[src/rtl/tx_regfile_stream_if.sv]
// Byte-stream link between the register-file dumper and its host.
// Carries the snapshot request/abort handshake, the flattened register
// array and the uart_tx-style start/ready byte port.
interface tx_regfile_stream_if #(
    parameter int NUM_WORDS  = 32,
    parameter int WORD_BYTES = 4
);
    logic                                do_write;
    logic                                abort;
    logic [NUM_WORDS*WORD_BYTES*8-1:0]   reg_file;
    logic                                ready;
    logic                                done;
    logic [7:0]                          tx_data;
    logic                                tx_start;
    logic                                tx_ready;

    // Host side: requests dumps, owns the register tap and the uart idle flag
    modport master (
        output do_write,
        output abort,
        output reg_file,
        output tx_ready,
        input  ready,
        input  done,
        input  tx_data,
        input  tx_start
    );

    // Dumper side: consumes requests and drives bytes towards the uart
    modport slave (
        input  do_write,
        input  abort,
        input  reg_file,
        input  tx_ready,
        output ready,
        output done,
        output tx_data,
        output tx_start
    );
endinterface

[src/rtl/tx_regfile_stream.sv]
// Register-file dumper: snapshots a NUM_WORDS x WORD_BYTES array on request
// and streams it byte by byte into a start/ready uart port, optionally
// framed by a header byte in front and an XOR checksum behind the payload.
module tx_regfile_stream #(
    parameter int         NUM_WORDS   = 32,
    parameter int         WORD_BYTES  = 4,
    parameter int         BIG_ENDIAN  = 0,
    parameter int         HEADER_EN   = 0,
    parameter logic [7:0] HEADER_BYTE = 8'hA5,
    parameter int         CHECKSUM_EN = 0
) (
    input logic                clk12,
    input logic                rst,
    tx_regfile_stream_if.slave bus
);

    localparam int NUM_BYTES = NUM_WORDS * WORD_BYTES;
    localparam int SNAP_W    = NUM_BYTES * 8;
    localparam int HDR       = (HEADER_EN != 0) ? 1 : 0;
    localparam int CSUM      = (CHECKSUM_EN != 0) ? 1 : 0;
    localparam int FRAME_LEN = NUM_BYTES + HDR + CSUM;
    localparam int IDX_W     = $clog2(NUM_BYTES + 2);
    localparam logic [IDX_W-1:0] LAST_IDX = IDX_W'(FRAME_LEN - 1);

    typedef enum logic [1:0] {
        ST_IDLE,
        ST_START,
        ST_WAIT,
        ST_DRAIN
    } state_t;

    state_t              state_q,    state_d;
    logic [SNAP_W-1:0]   snap_q,     snap_d;
    logic [IDX_W-1:0]    index_q,    index_d;
    logic [7:0]          checksum_q, checksum_d;
    logic [7:0]          tx_data_q,  tx_data_d;
    logic                tx_start_q, tx_start_d;
    logic                ready_q,    ready_d;
    logic                done_q,     done_d;

    int                  next_pos;
    int                  next_k;
    logic                next_is_payload;
    logic [7:0]          next_byte;
    logic [7:0]          first_byte;

    // Payload byte k lives in word k/WORD_BYTES; the lane inside the word is
    // mirrored for MS-first order. Out-of-range k is clamped so the mux never
    // reads past the array while the checksum slot is being selected.
    function automatic logic [7:0] payload_byte(input logic [SNAP_W-1:0] src,
                                                input int k);
        int kk;
        int word_idx;
        int lane;
        kk = k;
        if (kk >= NUM_BYTES) kk = NUM_BYTES - 1;
        if (kk < 0)          kk = 0;
        word_idx = kk / WORD_BYTES;
        lane     = kk % WORD_BYTES;
        if (BIG_ENDIAN != 0) lane = WORD_BYTES - 1 - lane;
        return src[(word_idx * WORD_BYTES + lane) * 8 +: 8];
    endfunction

    // Work out which byte follows the one currently held in tx_data: a
    // payload byte from the snapshot, or the accumulated checksum at the end.
    always_comb begin
        next_pos        = int'(index_q) + 1;
        next_k          = next_pos - HDR;
        next_is_payload = (next_k >= 0) && (next_k < NUM_BYTES);
        if (next_is_payload) begin
            next_byte = payload_byte(snap_q, next_k);
        end else begin
            next_byte = checksum_q;
        end
        if (HDR != 0) begin
            first_byte = HEADER_BYTE;
        end else begin
            first_byte = payload_byte(bus.reg_file, 0);
        end
    end

    // Frame sequencer: request a byte, wait for the uart to take it, wait for
    // it to finish, then either load the next byte or close the frame.
    always_comb begin
        state_d    = state_q;
        snap_d     = snap_q;
        index_d    = index_q;
        checksum_d = checksum_q;
        tx_data_d  = tx_data_q;
        tx_start_d = tx_start_q;
        ready_d    = ready_q;
        done_d     = 1'b0;

        case (state_q)
            ST_IDLE: begin
                ready_d    = 1'b1;
                tx_start_d = 1'b0;
                if (bus.do_write) begin
                    snap_d     = bus.reg_file;
                    index_d    = '0;
                    tx_data_d  = first_byte;
                    checksum_d = (HDR != 0) ? 8'h00 : first_byte;
                    tx_start_d = 1'b1;
                    ready_d    = 1'b0;
                    state_d    = ST_START;
                end
            end

            ST_START: begin
                if (bus.abort) begin
                    tx_start_d = 1'b0;
                    ready_d    = 1'b1;
                    state_d    = ST_IDLE;
                end else if (!bus.tx_ready) begin
                    tx_start_d = 1'b0;
                    state_d    = ST_WAIT;
                end
            end

            ST_WAIT: begin
                if (bus.abort) begin
                    state_d = ST_DRAIN;
                end else if (bus.tx_ready) begin
                    if (index_q == LAST_IDX) begin
                        ready_d = 1'b1;
                        done_d  = 1'b1;
                        state_d = ST_IDLE;
                    end else begin
                        index_d    = index_q + IDX_W'(1);
                        tx_data_d  = next_byte;
                        if (next_is_payload) begin
                            checksum_d = checksum_q ^ next_byte;
                        end
                        tx_start_d = 1'b1;
                        state_d    = ST_START;
                    end
                end
            end

            ST_DRAIN: begin
                if (bus.tx_ready) begin
                    ready_d = 1'b1;
                    state_d = ST_IDLE;
                end
            end

            default: begin
                ready_d    = 1'b1;
                tx_start_d = 1'b0;
                state_d    = ST_IDLE;
            end
        endcase
    end

    // State and registered outputs; reset abandons any frame in flight.
    always_ff @(posedge clk12 or posedge rst) begin
        if (rst) begin
            state_q    <= ST_IDLE;
            snap_q     <= '0;
            index_q    <= '0;
            checksum_q <= '0;
            tx_data_q  <= '0;
            tx_start_q <= 1'b0;
            ready_q    <= 1'b1;
            done_q     <= 1'b0;
        end else begin
            state_q    <= state_d;
            snap_q     <= snap_d;
            index_q    <= index_d;
            checksum_q <= checksum_d;
            tx_data_q  <= tx_data_d;
            tx_start_q <= tx_start_d;
            ready_q    <= ready_d;
            done_q     <= done_d;
        end
    end

    assign bus.ready    = ready_q;
    assign bus.done     = done_q;
    assign bus.tx_data  = tx_data_q;
    assign bus.tx_start = tx_start_q;

endmodule

[src/flat_wrapper.sv]
// flat-port wrapper written by rule: the top's interface ports become plain ports
module tx_regfile_stream_flat 
#(
    parameter int         NUM_WORDS   = 32,
    parameter int         WORD_BYTES  = 4,
    parameter int         BIG_ENDIAN  = 0,
    parameter int         HEADER_EN   = 0,
    parameter logic [7:0] HEADER_BYTE = 8'hA5,
    parameter int         CHECKSUM_EN = 0
)
  (clk12, rst, bus_do_write, bus_abort, bus_reg_file, bus_tx_ready, bus_ready, bus_done, bus_tx_data, bus_tx_start);
  tx_regfile_stream_if #(.NUM_WORDS(NUM_WORDS), .WORD_BYTES(WORD_BYTES)) bus_i ();
  input logic clk12;
  input logic rst;
  input wire logic [$bits(bus_i.do_write)-1:0] bus_do_write;
  input wire logic [$bits(bus_i.abort)-1:0] bus_abort;
  input wire logic [$bits(bus_i.reg_file)-1:0] bus_reg_file;
  input wire logic [$bits(bus_i.tx_ready)-1:0] bus_tx_ready;
  output wire logic [$bits(bus_i.ready)-1:0] bus_ready;
  output wire logic [$bits(bus_i.done)-1:0] bus_done;
  output wire logic [$bits(bus_i.tx_data)-1:0] bus_tx_data;
  output wire logic [$bits(bus_i.tx_start)-1:0] bus_tx_start;
  assign bus_i.do_write = bus_do_write;
  assign bus_i.abort = bus_abort;
  assign bus_i.reg_file = bus_reg_file;
  assign bus_i.tx_ready = bus_tx_ready;
  assign bus_ready = bus_i.ready;
  assign bus_done = bus_i.done;
  assign bus_tx_data = bus_i.tx_data;
  assign bus_tx_start = bus_i.tx_start;
  tx_regfile_stream #(.NUM_WORDS(NUM_WORDS), .WORD_BYTES(WORD_BYTES), .BIG_ENDIAN(BIG_ENDIAN), .HEADER_EN(HEADER_EN), .HEADER_BYTE(HEADER_BYTE), .CHECKSUM_EN(CHECKSUM_EN)) u_core (.clk12(clk12), .rst(rst), .bus(bus_i));
endmodule
[config.mk]
export PLATFORM = sky130hd
export DESIGN_NAME = tx_regfile_stream_flat
export DESIGN_NICKNAME = d
export VERILOG_FILES = /design/src/rtl/tx_regfile_stream_if.sv /design/src/rtl/tx_regfile_stream.sv /design/src/flat_wrapper.sv
export SDC_FILE = /design/constraint.sdc
export NUM_CORES = 2
export LEC_CHECK = 0
export CORE_AREA = 3 3 405 407
export DETAILED_ROUTE_END_ITERATION = 10
export DIE_AREA = 0 0 408 410
export SLEW_MARGIN = 20
export SYNTH_ARGS = -nofsm -noshare
export SYNTH_HDL_FRONTEND = slang
export SYNTH_SLANG_ARGS = --single-unit
[constraint.sdc]
create_clock -name clk12 -period 63 [get_ports clk12]
set_clock_uncertainty 0.1 [all_clocks]
set_input_delay 15.75 -clock clk12 [delete_from_list [all_inputs] [get_ports clk12]]
set_output_delay 15.75 -clock clk12 [all_outputs]
set_load 0.02 [all_outputs]
=== After elaboration in Yosys (flattened, before gate mapping) ===
Cells that the tools add are included.

* Bits in registers: 1053
* Memories kept: 0
* Input bits: 1029
* RAM bits: 0
* ROM bits: 0
* Bits in latches: 0
* Output and inout bits: 11

* Equal/unequal tests: 14
* Div/mod/pow operators: 0
* Multiplexer cells: 46
* Add/sub/neg operators: 4
* $lt $le $gt $ge: 4
* Reduce and logical (&&, ||, !) cells: 11
* Multiply operators: 0
* Shift-type cells: 1
* Bitwise operators: 2

{| class="wikitable"
|+ Operators by type and width
! cell !! count
|-
| $shiftx 1024x32->8 || 1
|-
| $mux 32 || 4
|-
| $mux 8 || 13
|-
| $pmux 8 s2 || 3
|-
| $ge 32x1->1 const B || 1
|-
| $ge 32x9->1 const B || 1
|-
| $lt 32x1->1 const B || 1
|-
| $lt 32x9->1 const B || 1
|-
| $add 29x3->29 || 1
|-
| $add 27x1->27 || 1
|-
| $mux 1 || 17
|-
| $reduce_and 5->1 || 3
|-
| $mux 2 || 6
|-
| $ne 2x2->1 const B || 6
|-
| $add 8x1->9 const B || 1
|-
| $add 8x1->8 const B || 1
|-
| $eq 8x7->1 const B || 1
|-
| $pmux 2 s4 || 1
|-
| $xor 8x8->8 || 1
|-
| $ne 3x3->1 const B || 2
|-
| $reduce_and 6->1 || 1
|-
| $eq 2x2->1 const B || 2
|-
| $ne 2x1->1 const B || 2
|-
| $pmux 1 s4 || 1
|-
| other kinds (10) || 10
|}

=== Logic depth before layout (Yosys ltp) ===
* Depth after elaboration: 19
* Depth in mapped cells: 17

=== Worst setup path after synthesis ===
OpenSTA, ideal clock, no wires.

* Path type: input to register
* From: in bus_do_write
* To: reg u_core.snap_q[357]
* Arrival time: 17.184 ns
* Path slack: 45.591 ns
* Stages: 5
* Buffers on the path: 3
* Library setup time: 0.125 ns
* Cells stage by stage: nand2_1 clkbuf_1 clkbuf_1 clkbuf_1 mux2_2

* Longest elaborated chain between the ends: 1

{| class="wikitable"
|+ RTL lines
! item !! RTL line !! text
|-
| from (decl) || flat_wrapper.sv:15 || <nowiki>input wire logic [$bits(bus_i.do_write)-1:0] bus_do_write;</nowiki>
|-
| $reduce_and 2->1 (no source line) || n/a ||
|-
| to (signal assigned) || tx_regfile_stream.sv:168 || <nowiki>snap_q <= snap_d;</nowiki>
|-
| to (decl) || tx_regfile_stream.sv:33 || <nowiki>logic [SNAP_W-1:0] snap_q, snap_d;</nowiki>
|}

No other way between the ends.
A chain may end at the register's enable or synchronous reset.

=== Final worst setup path ===
* From: in bus_do_write
* To: reg u_core.snap_q[320]

Same word-level chain as after synthesis.

==> impl_metrics.xml <==
<?xml version="1.0" encoding="UTF-8"?>
<metrics>
  <group name="global_route">
    <metric name="grt_pass1_vias" unit="">41210</metric>
    <metric name="antenna_found_initial" unit="">123</metric>
    <metric name="grt.overflow.total" unit="">0</metric>
    <metric name="global_route_wire_length_before_repair" unit="um">325000</metric>
    <metric name="groute.usage.overall" unit="%">27.3</metric>
    <metric name="grt_start_max_net_pins" unit="">191</metric>
  </group>
  <group name="floorplanning">
    <metric name="io_pins" unit="">1040</metric>
    <metric name="die_width" unit="um">408</metric>
    <metric name="std_cell_rows" unit="">147</metric>
    <metric name="dieHeight" unit="um">410</metric>
    <metric name="core" unit="um2">161000</metric>
    <metric name="initial_core_util" unit="%">31.5</metric>
    <metric name="dieArea" unit="um2">167000</metric>
  </group>
  <group name="power">
    <metric name="power_per_cell_area" unit="nW/um2">48.2</metric>
    <metric name="sw_pwr" unit="mW">1.19</metric>
    <metric name="leakagePower" unit="nW">26.8</metric>
    <metric name="swShare" unit="%">36.6</metric>
    <metric name="sequential_group_share_of_total_power" unit="%">38.1</metric>
    <metric name="comb_power_share" unit="%">39.7</metric>
    <metric name="power.clock.fraction" unit="%">22.2</metric>
    <metric name="maximum_vdd_drop" unit="V">0.0000262</metric>
    <metric name="intPower" unit="mW">2.07</metric>
    <metric name="total_power" unit="mW">3.26</metric>
  </group>
  <group name="yosys">
    <metric name="post_syn_nets" unit="">5150</metric>
    <metric name="count_of_distinct_cell_types_in_the_synthesized_netlist" unit="">94</metric>
    <metric name="synth_ff_type" unit="">dfrtp_1</metric>
    <metric name="synthSimpleGateAreaFrac" unit="%">6.28</metric>
    <metric name="postSynthCellCount" unit="">4115</metric>
    <metric name="post_synth_xor_area_fraction" unit="%">0.0692</metric>
    <metric name="synth_edf_count" unit="">0</metric>
    <metric name="synth.area.mux_share" unit="%">24.4</metric>
    <metric name="synth_adder_area_share" unit="%">0.148</metric>
    <metric name="synth_sequential_area_ratio" unit="%">52.1</metric>
    <metric name="synth.ff_latch_count" unit="">1053</metric>
    <metric name="ys.warnings.count" unit="">0</metric>
    <metric name="avgSynthCellArea" unit="um2">12.3</metric>
    <metric name="dominant_combinational_cell_family_by_area_after_synthesis" unit="">multiplexers</metric>
    <metric name="synth_compound_area_share" unit="%">13.6</metric>
    <metric name="mappedNetlistArea" unit="um2">50600</metric>
    <metric name="asyncSetResetFlopFracSynth" unit="%">100</metric>
  </group>
  <group name="timing">
    <metric name="timing.setup.tns" unit="ps">0</metric>
    <metric name="worst_pin_slew" unit="ps">1200</metric>
    <metric name="total_setup_violations_reported_at_the_end_of_the_flow" unit="">0</metric>
    <metric name="maxClockFrequency" unit="MHz">47.4</metric>
    <metric name="hold_slack" unit="ps">385</metric>
    <metric name="timing_hold_violations_final" unit="">0</metric>
    <metric name="worst_slack" unit="ps">41920</metric>
    <metric name="max-slew-margin-rel" unit="%">19.0</metric>
    <metric name="grt_setup_unrepaired" unit="">false</metric>
    <metric name="final_max_slew_viol_count" unit="">0</metric>
    <metric name="final.period_utilization" unit="%">33.5</metric>
    <metric name="finalCriticalPeriod" unit="ps">21080</metric>
  </group>
  <group name="place">
    <metric name="port_buffers" unit="">1039</metric>
    <metric name="dp.final_hpwl" unit="um">171000</metric>
    <metric name="finalWeightedCongestion" unit="">0.866</metric>
    <metric name="preCtsSetupSlack" unit="ps">41360</metric>
  </group>
  <group name="cts">
    <metric name="hold_buffers" unit="">0</metric>
    <metric name="clk_transition_reported_paths" unit="ps">60</metric>
    <metric name="tritoncts_num_sinks" unit="">1053</metric>
    <metric name="post_cts_buffers" unit="">0</metric>
    <metric name="clock_insertion_delay_worst_skew" unit="ps">760</metric>
    <metric name="numCtsBuffers" unit="">119</metric>
    <metric name="clock_tree_from_tritoncts" unit="">yes</metric>
    <metric name="cts-resized-gates" unit="">0</metric>
    <metric name="clk_root_buffer_cell" unit="">clkbuf_16</metric>
    <metric name="cts_h_tree_depth" unit="">3</metric>
    <metric name="ctsLongestPathBuffers" unit="">3</metric>
  </group>
  <group name="setup_path">
    <metric name="path_depth_of_the_worst_reg2reg_path" unit="">13</metric>
    <metric name="r2r-start" unit="">u_core.index_q[0]</metric>
    <metric name="r2r_slack" unit="ps">56420</metric>
    <metric name="setup.worst_path.class" unit="">in2reg</metric>
    <metric name="required" unit="ps">63500</metric>
    <metric name="worst_setup_path_start_kind" unit="">primary input</metric>
    <metric name="cp.arrival" unit="ps">21580</metric>
    <metric name="critical_path.max_fanout" unit="">163</metric>
    <metric name="crit_path_capture_type" unit="">register</metric>
    <metric name="worstReg2RegEnd" unit="">u_core.checksum_q[0]</metric>
  </group>
  <group name="finish">
    <metric name="num-fill-cells" unit="">15238</metric>
    <metric name="register_area" unit="um2">26400</metric>
    <metric name="multiInputGateArea" unit="um2">22800</metric>
    <metric name="area_growth_syn_to_layout" unit="%">33.5</metric>
    <metric name="drive_gt1_share" unit="%">27.2</metric>
    <metric name="final_core_occ" unit="%">42.1</metric>
    <metric name="final_net_count" unit="">6061</metric>
  </group>
  <group name="hold_path">
    <metric name="hold-path-endpoint" unit="">u_core.bus.tx_data[2]</metric>
    <metric name="holdPathStages" unit="">2</metric>
    <metric name="min_path_type" unit="">reg2reg</metric>
    <metric name="holdCritStartpoint" unit="">u_core.bus.tx_data[2]</metric>
  </group>
  <group name="drt">
    <metric name="drt.antenna.violating_nets" unit="">0</metric>
    <metric name="detail_route.first_pass.iterations" unit="">5</metric>
    <metric name="remaining_drc_errors" unit="">0</metric>
    <metric name="average_wire_per_cell_in_the_routed_design" unit="um">32.1</metric>
    <metric name="routed_via_density" unit="">5.57</metric>
    <metric name="route.final.wire_length" unit="um">237000</metric>
    <metric name="num_vias" unit="">41143</metric>
    <metric name="detailedRoute.firstIterationViolations" unit="">4018</metric>
  </group>
  <group name="outcome">
    <metric name="outcome" unit="">finished, final reports clean</metric>
  </group>
  <group name="run">
    <metric name="max_cap_viol_count" unit="">0</metric>
  </group>
</metrics>
-- final cells by class --
| type | instances | share of cell area, % |
|---|---|---|
| sequential | 1053 | 39.0 |
| multi-input combinational | 2683 | 33.7 |
| timing repair buffer | 1147 | 16.8 |
| clock buffer | 185 | 5.22 |
| tap | 2160 | 4.00 |
| clock inverter | 39 | 0.824 |
| antenna | 94 | 0.348 |
| inverter | 22 | 0.144 |
-- sequential cells by signal (all words and copies together) (netlist names) --
name                 flops
u_core.bus.done          1
u_core.bus.ready         1
u_core.bus.tx_data       8
u_core.bus.tx_start      1
u_core.checksum_q        8
u_core.index_q           8
u_core.snap_q         1024
u_core.state_q           2
-- worst max path at each step --
stage                      start                 end  slack, ps  cells past startpoint
floorplan                    rst     u_core.bus.done      17510                      1
global placement    bus_do_write  u_core.snap_q[380]      41420                      8
detailed placement  bus_do_write  u_core.snap_q[504]      41360                      8
CTS                 bus_do_write  u_core.snap_q[956]      42130                      8
global route        bus_do_write  u_core.snap_q[840]      41810                      8
finish              bus_do_write  u_core.snap_q[320]      41920                      8
-- critical path, stage by stage --
cell             delay (ps)
clkdlybuf4s50_1         500
nand2_4                 580
buf_12                  600
buf_4                   770
buf_4                   770
buf_4                   900
buf_12                  560
mux2_2                  420
-- stage by stage --
stage	cell area, um2	std cells
2_1_floorplan	50600	4115
3_3_place_gp	63200	7063
3_5_place_dp	63200	7063
4_1_cts	67300	7287
5_1_grt	67500	7359
6_report	67600	7383
-- cells in the mapped netlist, types with 49 or more instances --
cell         n  share of area [%]
dfrtp_1   1052                 52
mux2_2    1032                 23
nand2_1    218                1.6
clkbuf_1   214                1.6
a221oi_1   155                2.7
o21ai_0    117                1.2
nor2_1     111               0.82
a21oi_1    101                1.0
a211oi_1    96                1.4
buf_2       78               0.77
mux2i_1     71                1.4
nand3_1     71               0.70
and3_1      65               0.80
nor3_1      62               0.61
o22ai_1     54               0.67
or3_1       49               0.61
-- cell families after synthesis --
group,Yosys count
muxes,1105
DFF,1053
AOI/OAI and AO/OA,918
and+or+nand+nor,650
buffers and inverters,379
adders and majority gates,6
xor gates and xnor gates,4
-- power groups by stage --
| stage | Sequential, mW | Combinational [mW] | Clock [mW] |
|---|---|---|---|
| 6_report | 1.24 | 1.29 | 0.726 |
| 5_1_grt | 1.28 | 1.39 | 0.766 |
| 4_1_cts | 1.23 | 1.30 | 0.738 |
| 3_5_place_dp | 1.24 | 1.29 | 0 |
| 3_3_place_gp | 1.23 | 1.27 | 0 |
| 2_1_floorplan | 1.18 | 0.871 | 0 |
-- cells in the final DEF, fill, tap and decap left out, types with 16 or more instances in the layout --
| cell type | n |
|---|---|
| a211oi_1 | 96 |
| a21oi_1 | 100 |
| a221o_1 | 40 |
| a221oi_1 | 155 |
| a22oi_1 | 34 |
| a311oi_1 | 24 |
| a31oi_1 | 36 |
| and3_1 | 65 |
| buf_4 | 99 |
| clkbuf_1 | 36 |
| clkbuf_16 | 119 |
| clkbuf_8 | 30 |
| clkdlybuf4s50_1 | 1039 |
| dfrtp_1 | 1049 |
| diode_2 | 94 |
| inv_1 | 16 |
| mux2_2 | 1032 |
| mux2i_1 | 71 |
| nand2_1 | 214 |
| nand3_1 | 71 |
| nor2_1 | 105 |
| nor3_1 | 61 |
| o211ai_1 | 42 |
| o21ai_0 | 117 |
| o221ai_1 | 27 |
| o22a_1 | 19 |
| o22ai_1 | 54 |
| or3_1 | 48 |
-- routing by layer --
layer | part of all wire [%] | global-route usage, % | up-vias
met2 | 47 | 43.0 | 1813
met4 | 3.4 | 10.9 | 30
met5 | 0.079 | 0 | -
met3 | 7.6 | 6.40 | 350
met1 | 42 | 36.3 | 21400
li1 | - | - | 17550
Power figures use the tool's default switching activity.
